`src/rtl/alarm_timekeeper_if.sv`:
```
// rtl/alarm_timekeeper_if.sv - time-set, alarm and buzzer signal bundle for alarm_timekeeper
interface alarm_timekeeper_if;
  logic       sec_in;
  logic       set_time;
  logic [4:0] set_hour;
  logic [5:0] set_min;
  logic       alarm_we;
  logic [4:0] alarm_hour;
  logic [5:0] alarm_min;
  logic       alarm_en;
  logic       snooze;
  logic       stop;
  logic [4:0] hour;
  logic [5:0] min;
  logic [5:0] sec;
  logic       ring;
  logic [1:0] alarm_state;

  modport master (
    output sec_in, set_time, set_hour, set_min, alarm_we, alarm_hour, alarm_min,
           alarm_en, snooze, stop,
    input  hour, min, sec, ring, alarm_state
  );

  modport slave (
    input  sec_in, set_time, set_hour, set_min, alarm_we, alarm_hour, alarm_min,
           alarm_en, snooze, stop,
    output hour, min, sec, ring, alarm_state
  );
endinterface

```
`src/rtl/alarm_timekeeper.sv`:
```
// rtl/alarm_timekeeper.sv - 24h time of day from a seconds square wave, with alarm ring/snooze FSM
module alarm_timekeeper #(
  parameter int RING_SECS   = 60,
  parameter int SNOOZE_SECS = 300
) (
  input logic                clk,
  input logic                rstn,
  alarm_timekeeper_if.slave  bus
);
  localparam int RW = $clog2(RING_SECS + 1);
  localparam int SW = $clog2(SNOOZE_SECS + 1);
  localparam logic [RW-1:0] RING_LAST = RW'(RING_SECS - 1);
  localparam logic [SW-1:0] SNZ_LOAD  = SW'(SNOOZE_SECS);

  typedef enum logic [1:0] {
    IDLE    = 2'b00,
    RINGING = 2'b01,
    SNOOZED = 2'b10
  } state_t;

  state_t        state_q, state_d;
  logic [RW-1:0] ring_cnt_q, ring_cnt_d;
  logic [SW-1:0] snz_cnt_q, snz_cnt_d;
  logic          ring_q;
  logic          sec_d;
  logic [4:0]    hour_q, alarm_hour_q, nhour;
  logic [5:0]    min_q, sec_q, alarm_min_q, nmin, nsec;
  logic          tick, set_ok, alarm_ok, match;

  assign tick     = bus.sec_in & ~sec_d;
  assign set_ok   = bus.set_time & (bus.set_hour <= 5'd23) & (bus.set_min <= 6'd59);
  assign alarm_ok = bus.alarm_we & (bus.alarm_hour <= 5'd23) & (bus.alarm_min <= 6'd59);

  always_comb begin
    nsec  = sec_q + 6'd1;
    nmin  = min_q;
    nhour = hour_q;
    if (sec_q == 6'd59) begin
      nsec = 6'd0;
      if (min_q == 6'd59) begin
        nmin  = 6'd0;
        nhour = (hour_q == 5'd23) ? 5'd0 : hour_q + 5'd1;
      end else begin
        nmin = min_q + 6'd1;
      end
    end
  end

  // A time load swallows the coincident tick, so it can never produce a match.
  assign match = tick & ~set_ok & (nsec == 6'd0) &
                 (nhour == alarm_hour_q) & (nmin == alarm_min_q);

  always_ff @(posedge clk) begin
    if (!rstn) begin
      sec_d        <= 1'b1;
      hour_q       <= 5'd0;
      min_q        <= 6'd0;
      sec_q        <= 6'd0;
      alarm_hour_q <= 5'd0;
      alarm_min_q  <= 6'd0;
    end else begin
      sec_d <= bus.sec_in;
      if (set_ok) begin
        hour_q <= bus.set_hour;
        min_q  <= bus.set_min;
        sec_q  <= 6'd0;
      end else if (tick) begin
        hour_q <= nhour;
        min_q  <= nmin;
        sec_q  <= nsec;
      end
      if (alarm_ok) begin
        alarm_hour_q <= bus.alarm_hour;
        alarm_min_q  <= bus.alarm_min;
      end
    end
  end

  always_ff @(posedge clk) begin
    if (!rstn) begin
      state_q    <= IDLE;
      ring_cnt_q <= '0;
      snz_cnt_q  <= '0;
      ring_q     <= 1'b0;
    end else begin
      state_q    <= state_d;
      ring_cnt_q <= ring_cnt_d;
      snz_cnt_q  <= snz_cnt_d;
      ring_q     <= (state_d == RINGING);
    end
  end

  always_comb begin
    state_d    = state_q;
    ring_cnt_d = ring_cnt_q;
    snz_cnt_d  = snz_cnt_q;
    if (!bus.alarm_en) begin
      state_d = IDLE;
    end else begin
      case (state_q)
        IDLE: begin
          if (match) begin
            state_d    = RINGING;
            ring_cnt_d = '0;
          end
        end
        RINGING: begin
          if (bus.stop) begin
            state_d = IDLE;
          end else if (bus.snooze) begin
            state_d   = SNOOZED;
            snz_cnt_d = SNZ_LOAD;
          end else if (tick) begin
            if (ring_cnt_q == RING_LAST) state_d = IDLE;
            else ring_cnt_d = ring_cnt_q + RW'(1);
          end
        end
        SNOOZED: begin
          if (bus.stop) begin
            state_d = IDLE;
          end else if (tick) begin
            if (snz_cnt_q == SW'(1)) begin
              state_d    = RINGING;
              ring_cnt_d = '0;
            end else begin
              snz_cnt_d = snz_cnt_q - SW'(1);
            end
          end
        end
        default: state_d = IDLE;
      endcase
    end
  end

  assign bus.hour        = hour_q;
  assign bus.min         = min_q;
  assign bus.sec         = sec_q;
  assign bus.ring        = ring_q;
  assign bus.alarm_state = state_q;
endmodule
```
`src/flat_wrapper.sv`:
```
// flat-port wrapper written by rule: the top's interface ports become plain ports
module alarm_timekeeper_flat 
#(
  parameter int RING_SECS   = 60,
  parameter int SNOOZE_SECS = 300
)
  (clk, rstn, bus_sec_in, bus_set_time, bus_set_hour, bus_set_min, bus_alarm_we, bus_alarm_hour, bus_alarm_min, bus_alarm_en, bus_snooze, bus_stop, bus_hour, bus_min, bus_sec, bus_ring, bus_alarm_state);
  alarm_timekeeper_if bus_i ();
  input logic clk;
  input logic rstn;
  input wire logic [$bits(bus_i.sec_in)-1:0] bus_sec_in;
  input wire logic [$bits(bus_i.set_time)-1:0] bus_set_time;
  input wire logic [$bits(bus_i.set_hour)-1:0] bus_set_hour;
  input wire logic [$bits(bus_i.set_min)-1:0] bus_set_min;
  input wire logic [$bits(bus_i.alarm_we)-1:0] bus_alarm_we;
  input wire logic [$bits(bus_i.alarm_hour)-1:0] bus_alarm_hour;
  input wire logic [$bits(bus_i.alarm_min)-1:0] bus_alarm_min;
  input wire logic [$bits(bus_i.alarm_en)-1:0] bus_alarm_en;
  input wire logic [$bits(bus_i.snooze)-1:0] bus_snooze;
  input wire logic [$bits(bus_i.stop)-1:0] bus_stop;
  output wire logic [$bits(bus_i.hour)-1:0] bus_hour;
  output wire logic [$bits(bus_i.min)-1:0] bus_min;
  output wire logic [$bits(bus_i.sec)-1:0] bus_sec;
  output wire logic [$bits(bus_i.ring)-1:0] bus_ring;
  output wire logic [$bits(bus_i.alarm_state)-1:0] bus_alarm_state;
  assign bus_i.sec_in = bus_sec_in;
  assign bus_i.set_time = bus_set_time;
  assign bus_i.set_hour = bus_set_hour;
  assign bus_i.set_min = bus_set_min;
  assign bus_i.alarm_we = bus_alarm_we;
  assign bus_i.alarm_hour = bus_alarm_hour;
  assign bus_i.alarm_min = bus_alarm_min;
  assign bus_i.alarm_en = bus_alarm_en;
  assign bus_i.snooze = bus_snooze;
  assign bus_i.stop = bus_stop;
  assign bus_hour = bus_i.hour;
  assign bus_min = bus_i.min;
  assign bus_sec = bus_i.sec;
  assign bus_ring = bus_i.ring;
  assign bus_alarm_state = bus_i.alarm_state;
  alarm_timekeeper #(.RING_SECS(RING_SECS), .SNOOZE_SECS(SNOOZE_SECS)) u_core (.clk(clk), .rstn(rstn), .bus(bus_i));
endmodule
```
`config.mk`:
```
export PLATFORM = sky130hd
export DESIGN_NAME = alarm_timekeeper_flat
export DESIGN_NICKNAME = d
export VERILOG_FILES = /design/src/rtl/alarm_timekeeper_if.sv /design/src/rtl/alarm_timekeeper.sv /design/src/flat_wrapper.sv
export SDC_FILE = /design/constraint.sdc
export NUM_CORES = 1
export LEC_CHECK = 0
export ABC_CLOCK_PERIOD_IN_PS = 2710
export CAP_MARGIN = 20
export CORE_MARGIN = 3
export CORE_UTILIZATION = 40
export DETAILED_ROUTE_END_ITERATION = 8
export GPL_TIMING_DRIVEN = 0
export PLACE_DENSITY_LB_ADDON = 0.05
export SLEW_MARGIN = 40
export SYNTH_ARGS = -nofsm -noshare
export SYNTH_HDL_FRONTEND = slang
export SYNTH_SLANG_ARGS = --single-unit
```
`constraint.sdc`:
```
create_clock -name clk -period 2.71 [get_ports clk]
set_clock_uncertainty 0.2 [all_clocks]
set_input_delay 0.6775 -clock clk [delete_from_list [all_inputs] [get_ports clk]]
set_output_delay 0.6775 -clock clk [all_outputs]
set_load 0.02 [all_outputs]
```
==> results of run 1 <==
repair_timing:
action / 4_1_cts / 5_1_grt
pin swaps: 17 / 7
gates cloned: 0 / 0
gates resized for setup: 27 / 24
setup buffers: 14 / 10
endpoints found under the hold margin: 0 / 0
setup endpoints to repair: 12 / 12
Yosys cell counts, types with 5 or more instances:
cell,instances
a21oi_1,20
a31oi_1,8
a211oi_1,9
nor2_1,53
and2_1,5
o211ai_1,5
nor3_1,10
o31ai_1,5
nand4_1,9
xnor2_1,7
o21ai_0,15
nor4_1,8
nand2b_1,15
inv_1,10
or3_1,6
dfxtp_1,47
nor2b_1,6
mux2i_1,15
nand2_1,27
ha_1,6
buf_2,6
nand4b_1,5
clkbuf_1,13
nand3_1,14
metrics by stage:
stage,hold slack (ns),cells,worst slack [ns]
4_1_cts,0.3057,539,-0.1657
5_1_grt,0.3370,548,-0.1919
2_1_floorplan,0.2624,376,-0.07176
6_report,0.3062,548,-0.1248
3_3_place_gp,0.2751,521,-0.8277
3_5_place_dp,0.2798,521,-0.7595
where the power goes:
group	internal [mW]	switching (mW)	leakage, nW	total, mW
clock network	0.180	0.254	0.0402	0.434
logic	0.150	0.140	1.00	0.290
registers	0.714	0.0383	0.389	0.752
total	1.04	0.432	1.43	1.48
cells by family after synthesis:
| family | Yosys count | share of synthesized area (%) |
|---|---|---|
| XOR/XNOR | 10 | 2.960 |
| multiplexers | 15 | 5.074 |
| flip-flops | 47 | 31.80 |
| AND/OR/NAND/NOR | 176 | 31.08 |
| adder cells (fa/ha/maj) | 6 | 2.537 |
| buffers and inverters | 29 | 3.933 |
| AO/OA/AOI/OAI | 93 | 22.62 |
worst reg2reg max path: stages, from the launching register on:
cell and delay (ns):
dfxtp_4 0.36, and4b_4 0.35, a211oi_2 0.08, or4_4 0.54
a2111oi_4 0.29, nand4_1 0.19, or3_1 0.36, buf_6 0.15
a32o_1 0.21
placed cells by master (no fill, tap or decap), types with 8 or more instances in the layout:
master	instances
nor2_1	52
clkdlybuf4s50_1	44
dfxtp_1	37
nand2_1	27
buf_4	24
a21oi_1	19
mux2i_1	15
nand2b_1	14
o21ai_0	14
nand3_1	12
inv_1	10
nand4_1	9
nor3_1	9
a211oi_1	8
a31oi_1	8
flip-flops by register name, summed over array words and instances, names as in the netlist:
name,cells
u_core.snz_cnt_q,9
u_core.alarm_min_q,6
u_core.bus.min,6
u_core.bus.sec,6
u_core.ring_cnt_q,6
u_core.alarm_hour_q,5
u_core.bus.hour,5
u_core.bus.alarm_state,2
u_core.bus.ring,1
u_core.sec_d,1
final cells by class:
type / count / area, um^2
Buffer: 16 / 87.58
Clock buffer: 5 / 68.82
Clock inverter: 3 / 20.02
Fill cell: 683 / 2975
Inverter: 10 / 37.54
Multi-Input combinational cell: 300 / 2051
Sequential cell: 47 / 968.4
Tap cell: 96 / 120.1
Timing Repair Buffer: 71 / 653.1
per-layer routing:
metal / vias to the layer above / global-route usage, % / routed length (um)
li1: 1553 / - / -
met1: 1512 / 28.81 / 4189
met2: 101 / 32.66 / 3900
met3: 15 / 2.871 / 498
met4: 0 / 5.446 / 157
met5: - / 0 / 0
worst max path at each step:
stage,start,end,cells past startpoint
after floorplan,u_core.bus.min[3],u_core.ring_cnt_q[2],9
after global placement,bus_sec_in,u_core.ring_cnt_q[5],9
after CTS,u_core.bus.min[2],u_core.bus.ring,8
final,u_core.bus.min[2],u_core.ring_cnt_q[2],8
after detailed placement,bus_sec_in,u_core.bus.ring,9
after global routing,u_core.bus.sec[4],u_core.ring_cnt_q[3],10
==> summary.md, run 1 <==
| Metric | Value |
|---|---|
| Status | finished with violations |
| Violations in the final reports | setup timing |
| Pleak | ~1.4 nW |
| MaxCap Viol Count | 0 |
| Relative max-transition margin | 56.81% |
| Fin nets | ~500 |
| Layout cells sized above 1 | between 10% and 20% |
| PortBufs | about 50 |
| Post-synth EDFFs | 0 |
| Maximum VDD drop | 0.2152 mV |
| Final core utilization | 57.38% |
| Reg2reg end | u_core.ring_cnt_q[2] |
| Synth Cell Area | between 2000 and 3000 um^2 |
| Cts hold-fix bufs | 0 |
| Seq cells post-synth | 47 |
| Slowest CP cell | or4_4 |
| CP required | 2.71 ns |
| Detailed router's first-iteration violation count | ~170 |
| Crit path time final | roughly 2.8 ns |
| WL/cell | 15.96 um |
| CTS root buf | clkbuf_8 |
| Die Y | between 90 and 100 um |
| Initial antenna violation count | 0 |
| Min-delay src | u_core.bus.sec[1] |
| Max incr delay on CP | 0.54 ns |
| Synth cell types | 53 |
| Maximum fanout along the worst path | 6 |
| Tot Pwr | around 1.5 mW |
| Diodes inserted | 0 |
| CP Buf/Inv Count | 1 |
| Initial Utilization | 42.38% |
| Final Hold Viols | 0 |
| Area delta synth->final | 35.39% |
| Flop2flop setup slack | -0.12 ns |
| Post-DP Area | 3615 um^2 |
| Worst-Margin Slew | between 0.6 and 0.7 ns |
| Total CTS buffers | 5 |
| H-tree Lvls | 2 |
| Synth area leaders | dfxtp_1, nor2_1, mux2i_1 |
| Period utilisation layout | 104.6% |
| FP Rows | 30 |
| I/O pins | 50 |
| Worst Hold Depth | 2 |
| Worst reg-to-reg path cell count | 8 |
| CTS tree | built |
| Worst-path clk slew | around 0.09 ns |
| WP data arrival | ~2.8 ns |
| Fin Setup TNS | -0.7079 ns |
| DIE WIDTH | about 92 um |
| CP startpoint kind | flop |
| Crit path capture type | flop |
| Ys flop type | dfxtp_1 |
| Antenna Nets Post-Route | 0 |
| Drt drc | 0 |
| HPWL after detailed placement | between 6000 and 7000 um |
| Asr flop ratio synth | 0% |
| Crit path max-delay family | simple AND/OR/NAND/NOR gates |
| Mapped Avg Cell Area | 7.870 um^2 |
| Die Area | 8466 um^2 |
| Worst Hold Path EP | u_core.bus.sec[1] |
| GRT Overall Usage | around a fifth |
| Max Transition Viols Final | 0 |
| Clock Tree Buf Depth | 2 |
| Top cell type's share of synthesized area | 31.80% |
| Via count | 3181 |
| Crit-path cells | and4b_4 > a211oi_2 > or4_4 > a2111oi_4 > nand4_1 > or3_1 > buf_6 > a32o_1 |
| CTS sink count | 47 |
| Leading area contributor after synthesis | dfxtp_1 |
| First-pass DRT Iterations | 4 |
| Cell Pwr Density | 368.4 nW/um^2 |
| Largest net degree at the start of global routing | 16 |
| Drt via density | 5.805 |
| Core region area | ~7000 um^2 |
| First-pass GRT wire length | 14150 um |
| Max Freq | between 300 and 400 MHz |
| Crit Path Category | flop to flop |
| Grt ovf | 0 |
| Syn_nets | about 400 |
| RR Startpoint | u_core.bus.min[2] |
| Min-delay worst type | flop to flop |
| Mapped Cells | 376 |
| Post-route cell area | approximately 4000 um^2 |
| Syn. warnings | 0 |
| RSZ-0062 raised after global routing | true |
| Register area share after synthesis | around a third |
| GPL Wtd Cong | 0.8635 |
| Vias in the first global route | between 2000 and 3000 |
| Post-route setup slack | -0.1248 ns |
| Clock latency at the later pin of the worst-skew pair | approximately 0.30 ns |
| Final setup viols | 6 |
| Detailed Route WL | around 8700 um |
(Power assumes the default switching activity.)
==> run 2: changes to the inputs <==
--- a/config.mk
+++ b/config.mk
@@ -12,6 +12,7 @@
 export DETAILED_ROUTE_END_ITERATION = 8
 export GPL_TIMING_DRIVEN = 0
 export PLACE_DENSITY_LB_ADDON = 0.05
+export SKIP_CTS_REPAIR_TIMING = 1
 export SLEW_MARGIN = 40
 export SYNTH_ARGS = -nofsm -noshare
 export SYNTH_HDL_FRONTEND = slang
==> run 2 against run 1 <==
The flow still finishes with violations (setup timing). Worst hold slack about the same. Wire length down 1.7%. Combinational power down 4%. Cell count down 1.8%. Critical endpoint unchanged. Largest cell class unchanged. Maximum frequency down 2.6%. Non-clock buffer count down 10. Utilization down 0.82 points.
==> summary.md, run 2 (same netlist as run 1, synthesis figures left out) <==
| Metric | Value |
|---|---|
| Crit-path cells | and4b_4 > a211oi_2 > or4_4 > a2111oi_4 > nand4_1 > or3_1 > buf_6 > a32o_1 (unchanged) |
| WL/cell | 15.98 um (was 15.96 um) |
| Initial Utilization | 42.38% (unchanged) |
| Worst-path clk slew | 0.09 ns (about the same) |
| Commonest non-fill, non-tap cell in the layout | nor2_1 (unchanged) |
| Relative max-transition margin | 56.06% (was 56.81%) |
| Placed insts | 521 (unchanged) |
| Period utilisation layout | 107.3% (was 104.6%) |
| Layout cells sized above 1 | 15.38% (was 17.70%) |
| Min-delay worst type | flop to flop (unchanged) |
| Finished Layout Cells | 538 (was 548) |
| Final Hold Viols | 0 (unchanged) |
| Post-DP Area | 3615 um^2 (unchanged) |
| MaxCap Viol Count | 0 (unchanged) |
| HPWL after detailed placement | 6315 um (unchanged) |
| GRT Overall Usage | 19.68% (was 20.43%) |
| Max Transition Viols Final | 0 (unchanged) |
| Most flops, register | u_core.snz_cnt_q (unchanged) |
| CP startpoint kind | flop (unchanged) |
| Pleak | 1.401 nW (was 1.430 nW) |
| Total CTS buffers | 5 (unchanged) |
| Final core utilization | 56.56% (was 57.38%) |
| Fin Setup TNS | -1.124 ns (was -0.7079 ns) |
| Fin nets | 477 (was 487) |
| Crit Path Category | flop to flop (unchanged) |
| PortBufs | 49 (unchanged) |
| GPL Wtd Cong | 0.8635 (unchanged) |
| Clock Tree Buf Depth | 2 (unchanged) |
| CTS tree | built (unchanged) |
| Commonest non-fill, non-tap cells in the layout | nor2_1, clkdlybuf4s50_1, dfxtp_1, nand2_1, a21oi_1 (was nor2_1, clkdlybuf4s50_1, dfxtp_1, nand2_1, buf_4) |
| Worst Hold Depth | 2 (unchanged) |
| Largest net degree at the start of global routing | 16 (unchanged) |
| Worst-Margin Slew | 0.6591 ns (was 0.6479 ns) |
| Max reg flops | 9 (unchanged) |
| Detailed Route WL | 8599 um (was 8745 um) |
| Final setup viols | 6 (unchanged) |
| RSZ-0062 raised after global routing | true (unchanged) |
| WP data arrival | 2.90 ns (was 2.83 ns) |
| Violations in the final reports | setup timing (unchanged) |
| Via count | 3101 (was 3181) |
| Maximum fanout along the worst path | 7 (was 6) |
| Cell Pwr Density | 370.5 nW/um^2 (was 368.4 nW/um^2) |
| Antenna Nets Post-Route | 0 (unchanged) |
| Status | finished with violations (unchanged) |
| I/O pins | 50 (unchanged) |
| Post-route setup slack | -0.1991 ns (was -0.1248 ns) |
| Die Y | 92.01 um (unchanged) |
| Slowest CP cell | or4_4 (unchanged) |
| Initial antenna violation count | 0 (unchanged) |
| Drt via density | 5.764 (was 5.805) |
| Fillers | 683 (unchanged) |
| CP required | 2.70 ns (was 2.71 ns) |
| Maximum VDD drop | 0.2286 mV (was 0.2152 mV) |
| Vias in the first global route | 2821 (was 2894) |
| Tot Pwr | 1.463 mW (was 1.476 mW) |
| Drt drc | 0 (unchanged) |
| Crit path capture type | flop (unchanged) |
| Max incr delay on CP | 0.54 ns (about the same) |
| Worst reg-to-reg path cell count | 8 (unchanged) |
| Max Freq | 343.7 MHz (was 352.8 MHz) |
| H-tree Lvls | 2 (unchanged) |
| Die Area | 8466 um^2 (unchanged) |
| Crit path time final | 2.909 ns (was 2.835 ns) |
| Clock latency at the later pin of the worst-skew pair | 0.30 ns (about the same) |
| CTS sink count | 47 (unchanged) |
| Grt ovf | 0 (unchanged) |
| First-pass GRT wire length | 13640 um (was 14150 um) |
| Diodes inserted | 0 (unchanged) |
| Area delta synth->final | 33.45% (was 35.39%) |
| CTS root buf | clkbuf_8 (unchanged) |
| Core region area | 6982 um^2 (unchanged) |
| Post-route cell area | 3949 um^2 (was 4006 um^2) |
| Detailed router's first-iteration violation count | 173 (was 169) |
| FP Rows | 30 (unchanged) |
| First-pass DRT Iterations | 4 (unchanged) |
| DIE WIDTH | 92.01 um (unchanged) |
## run 2: layer usage
metal	up-vias	GRT usage [%]	share of wire (%)
met4	0	5.074	0.97
li1	1533	-	-
met3	9	2.871	4.9
met5	-	0	0
met1	1456	28.36	49
met2	103	30.72	45
## run 2: final timing paths
check	endpoint	start	slack, ns
setup / recovery	u_core.ring_cnt_q[2]	u_core.bus.min[2]	-0.20
hold / removal	u_core.bus.sec[1]	u_core.bus.sec[1]	0.31
setup reg to reg	u_core.ring_cnt_q[2]	u_core.bus.min[2]	-0.20
hold reg to reg	u_core.bus.sec[1]	u_core.bus.sec[1]	0.31
## run 2: per-stage QoR
stage          hold WS, ns  worst slack, ns
2_1_floorplan       0.2624         -0.07176
3_3_place_gp        0.2751          -0.8277
3_5_place_dp        0.2798          -0.7595
4_1_cts             0.2927          -0.5364
5_1_grt             0.3370          -0.2871
6_report            0.3066          -0.1991
## run 2: power breakdown
part	internal [mW]	leakage, nW	switching (mW)
registers	0.713	0.389	0.0397
clock network	0.180	0.0402	0.253
logic	0.142	0.973	0.135
total	1.04	1.40	0.427
## run 2: area by class of cell
cell class	instances	area (um^2)	area share, %
clock inverter	3	20.02	0.5070
sequential	47	969.7	24.56
clock buffer	5	68.82	1.743
multi-input combinational	300	2056	52.06
tap	96	120.1	3.042
inverter	10	37.54	0.9506
timing repair buffer	61	590.6	14.96
buffer	16	86.33	2.186
## run 2: critical path, delay by kind of cell (launching register included)
family | cells | cell delay [ns]
flops | 1 | 0.37
buf+inv | 1 | 0.15
simple gates | 4 | 1.50
compound gates | 3 | 0.58
==> run 3: changes to the inputs <==
--- a/config.mk
+++ b/config.mk
@@ -7,7 +7,6 @@
 export LEC_CHECK = 0
 export ABC_CLOCK_PERIOD_IN_PS = 2710
 export CAP_MARGIN = 20
-export CORE_MARGIN = 3
 export CORE_UTILIZATION = 40
 export DETAILED_ROUTE_END_ITERATION = 8
 export GPL_TIMING_DRIVEN = 0
==> run 3 against run 2 <==
The flow still finishes with violations (setup timing). Global-route usage up 2.4 points. Utilization decreased by 1.5 points. First-iteration DRC count fell by 21%. Total power fell by 0.68%. Sequential share of layout area is 0.53 points higher. Combinational power down 2%. Wire length shrank 1.5%. Sequential power hardly changed. Die area fell by 8.5%. Worst hold slack better by 0.0055 ns. Critical path depth did not move. Largest cell class unchanged.
==> summary.md, run 3 (same netlist as run 1, synthesis figures left out) <==
| Metric | Value |
|---|---|
| Status | finished with violations (unchanged) |
| Violations in the final reports | setup timing (unchanged) |
| Fin Setup TNS | -1.359 ns (was -1.124 ns) |
| Period utilisation layout | 108.9% (was 107.3%) |
| Worst Hold Path EP | u_core.alarm_hour_q[3] (was u_core.bus.sec[1]) |
| Grt ovf | 0 (unchanged) |
| Diodes inserted | 0 (unchanged) |
| Post-route setup slack | -0.2408 ns (was -0.1991 ns) |
| Crit path capture type | flop (unchanged) |
| Seq pwr share | 51.8% (was 51.5%) |
| Worst reg-to-reg path cell count | 8 (unchanged) |
| Drt via density | 5.677 (was 5.764) |
| I/O pins | 50 (unchanged) |
| First-pass GRT wire length | 13250 um (was 13640 um) |
| CTS root buf | clkbuf_8 (unchanged) |
| Gate power share | 18.6% (was 18.9%) |
| CTS tree | built (unchanged) |
| Die Area | 7746 um^2 (was 8466 um^2) |
| Max reg flops | 9 (unchanged) |
| Pleak | 1.345 nW (was 1.401 nW) |
| Max Transition Viols Final | 0 (unchanged) |
| Antenna Nets Post-Route | 0 (unchanged) |
| Sw Ratio | 28.93% (was 29.21%) |
| Commonest non-fill, non-tap cells in the layout | nor2_1, clkdlybuf4s50_1, dfxtp_1, nand2_1, a21oi_1 (unchanged) |
| Layout cells sized above 1 | 12.36% (was 15.38%) |
| DIE WIDTH | 88.01 um (was 92.01 um) |
| H-tree Lvls | 2 (unchanged) |
| Crit path max-delay family | simple AND/OR/NAND/NOR gates (unchanged) |
| Crit Path Category | flop to flop (unchanged) |
| MaxCap Viol Count | 0 (unchanged) |
| Post-DP Area | 3615 um^2 (unchanged) |
| Commonest non-fill, non-tap cell in the layout | nor2_1 (unchanged) |
| Cell Pwr Density | 378.3 nW/um^2 (was 370.5 nW/um^2) |
| Drt drc | 0 (unchanged) |
| Maximum fanout along the worst path | 8 (was 7) |
| CP startpoint kind | flop (unchanged) |
| Pre-CTS setup slack | -0.7487 ns (was -0.7595 ns) |
| Die Y | 88.01 um (was 92.01 um) |
| Total CTS buffers | 5 (unchanged) |
| Crit-path cells | and4b_4 > a211oi_2 > or4_4 > a2111oi_4 > nand4_1 > or3_1 > buf_6 > a32o_1 (unchanged) |
| Post-route cell area | 3841 um^2 (was 3949 um^2) |
| Fin nets | 472 (was 477) |
| Worst Hold Depth | 2 (unchanged) |
| Most flops, register | u_core.snz_cnt_q (unchanged) |
| Min-delay src | u_core.alarm_hour_q[3] (was u_core.bus.sec[1]) |
| Internal power | 1.033 mW (was 1.036 mW) |
| RSZ-0062 raised after global routing | true (unchanged) |
| Maximum VDD drop | 0.2296 mV (was 0.2286 mV) |
| HPWL after detailed placement | 6292 um (was 6315 um) |
| Crit path time final | 2.951 ns (was 2.909 ns) |
| Final setup viols | 6 (unchanged) |
| First-pass DRT Iterations | 4 (unchanged) |
| GRT Overall Usage | 22.12% (was 19.68%) |
| Max Freq | 338.9 MHz (was 343.7 MHz) |
| Reg2reg end | u_core.ring_cnt_q[5] (was u_core.ring_cnt_q[2]) |
| Clock latency at the later pin of the worst-skew pair | 0.30 ns (about the same) |
| Fillers | 702 (was 683) |
| Detailed Route WL | 8468 um (was 8599 um) |
| Area delta synth->final | 29.81% (was 33.45%) |
| Largest net degree at the start of global routing | 16 (unchanged) |
| Detailed router's first-iteration violation count | 137 (was 173) |
| Worst-Margin Slew | 0.6767 ns (was 0.6591 ns) |
| Relative max-transition margin | 54.89% (was 56.06%) |
| Slowest CP cell | or4_4 (unchanged) |
| Flop2flop setup slack | -0.24 ns (was -0.20 ns) |
| NetSw | 420.3 uW (was 427.3 uW) |
| Initial antenna violation count | 0 (unchanged) |
| GPL Wtd Cong | 0.8329 (was 0.8635) |
| Via count | 3026 (was 3101) |
| Core region area | 6982 um^2 (unchanged) |
| RR Startpoint | u_core.bus.min[2] (unchanged) |
| CTS sink count | 47 (unchanged) |
| Max incr delay on CP | 0.55 ns (was 0.54 ns) |
| Worst-path clk slew | 0.09 ns (about the same) |
| WP data arrival | 2.95 ns (was 2.90 ns) |
| Final Hold Viols | 0 (unchanged) |
| Clk network pwr share | 29.6% (about the same) |
| Tot Pwr | 1.453 mW (was 1.463 mW) |
| Clock Tree Buf Depth | 2 (unchanged) |
| PortBufs | 49 (unchanged) |
| Min-delay worst type | flop to flop (unchanged) |
| FP Rows | 30 (unchanged) |
| WL/cell | 15.89 um (was 15.98 um) |
| Initial Utilization | 42.38% (unchanged) |
| CP required | 2.71 ns (was 2.70 ns) |
| CP Buf/Inv Count | 1 (unchanged) |
| Vias in the first global route | 2746 (was 2821) |
## run 3: cell types whose count changed in the layout (fill, tap and decap cells not counted), sizes merged
cell / before / now
buf: 15 / 12
clkbuf: 18 / 17
clkinv: 1 / 2
clkdlybuf4s50: 45 / 48
clkinvlp: 2 / 0
dlymetal6s2s: 4 / 1
## run 3: worst max-delay path by stage
stage                            startpoint              endpoint  slack [ns]  cells past startpoint
after floorplan           u_core.bus.min[3]  u_core.ring_cnt_q[2]       -0.07                      9
after global placement      bus_set_hour[4]  u_core.ring_cnt_q[4]       -0.74                      9
after detailed placement    bus_set_hour[4]  u_core.ring_cnt_q[3]       -0.75                      9
after CTS                 u_core.bus.min[0]  u_core.ring_cnt_q[3]       -0.59                      9
after global routing      u_core.bus.min[2]  u_core.ring_cnt_q[5]       -0.32                      8
final                     u_core.bus.min[2]  u_core.ring_cnt_q[5]       -0.24                      8
## run 3: routing by layer
layer	routed length, um	track usage (%)	up-vias
met4	150	7.918	0
li1	-	-	1524
met5	0	0	-
met1	4161	30.13	1415
met3	393	4.053	10
met2	3762	34.95	77
## run 3: power groups by stage
stage | logic [mW] | clock network, mW | registers [mW]
floorplan | 0.141 | 0 | 0.771
global placement | 0.263 | 0 | 0.765
detailed placement | 0.266 | 0 | 0.765
CTS | 0.268 | 0.444 | 0.749
global route | 0.292 | 0.474 | 0.758
finish | 0.271 | 0.429 | 0.753
## run 3: stage by stage
step,instances,hold WS [ns],utilization (%)
6_report,533,0.3121,55.02
5_1_grt,533,0.3425,55.02
4_1_cts,529,0.2981,53.01
3_5_place_dp,521,0.2809,51.77
3_3_place_gp,521,0.2752,51.77
2_1_floorplan,376,0.2624,-
## run 3: layout make-up
cell class,instances,area [um^2],area share [%]
plain buffers,16,81.33,2.117
clock buffers,6,72.57,1.889
repair buffers,56,545.5,14.20
flip-flops and latches,47,963.4,25.08
well taps,96,120.1,3.127
inverters,10,37.54,0.9772
multi-input cells,300,2007,52.25
clock inverters,2,13.76,0.3583
## run 3: worst min-delay path: stages, from the launching register on
cell and delay, ns:
dfxtp_1 0.33, nor2_1 0.10, nor3_1 0.04
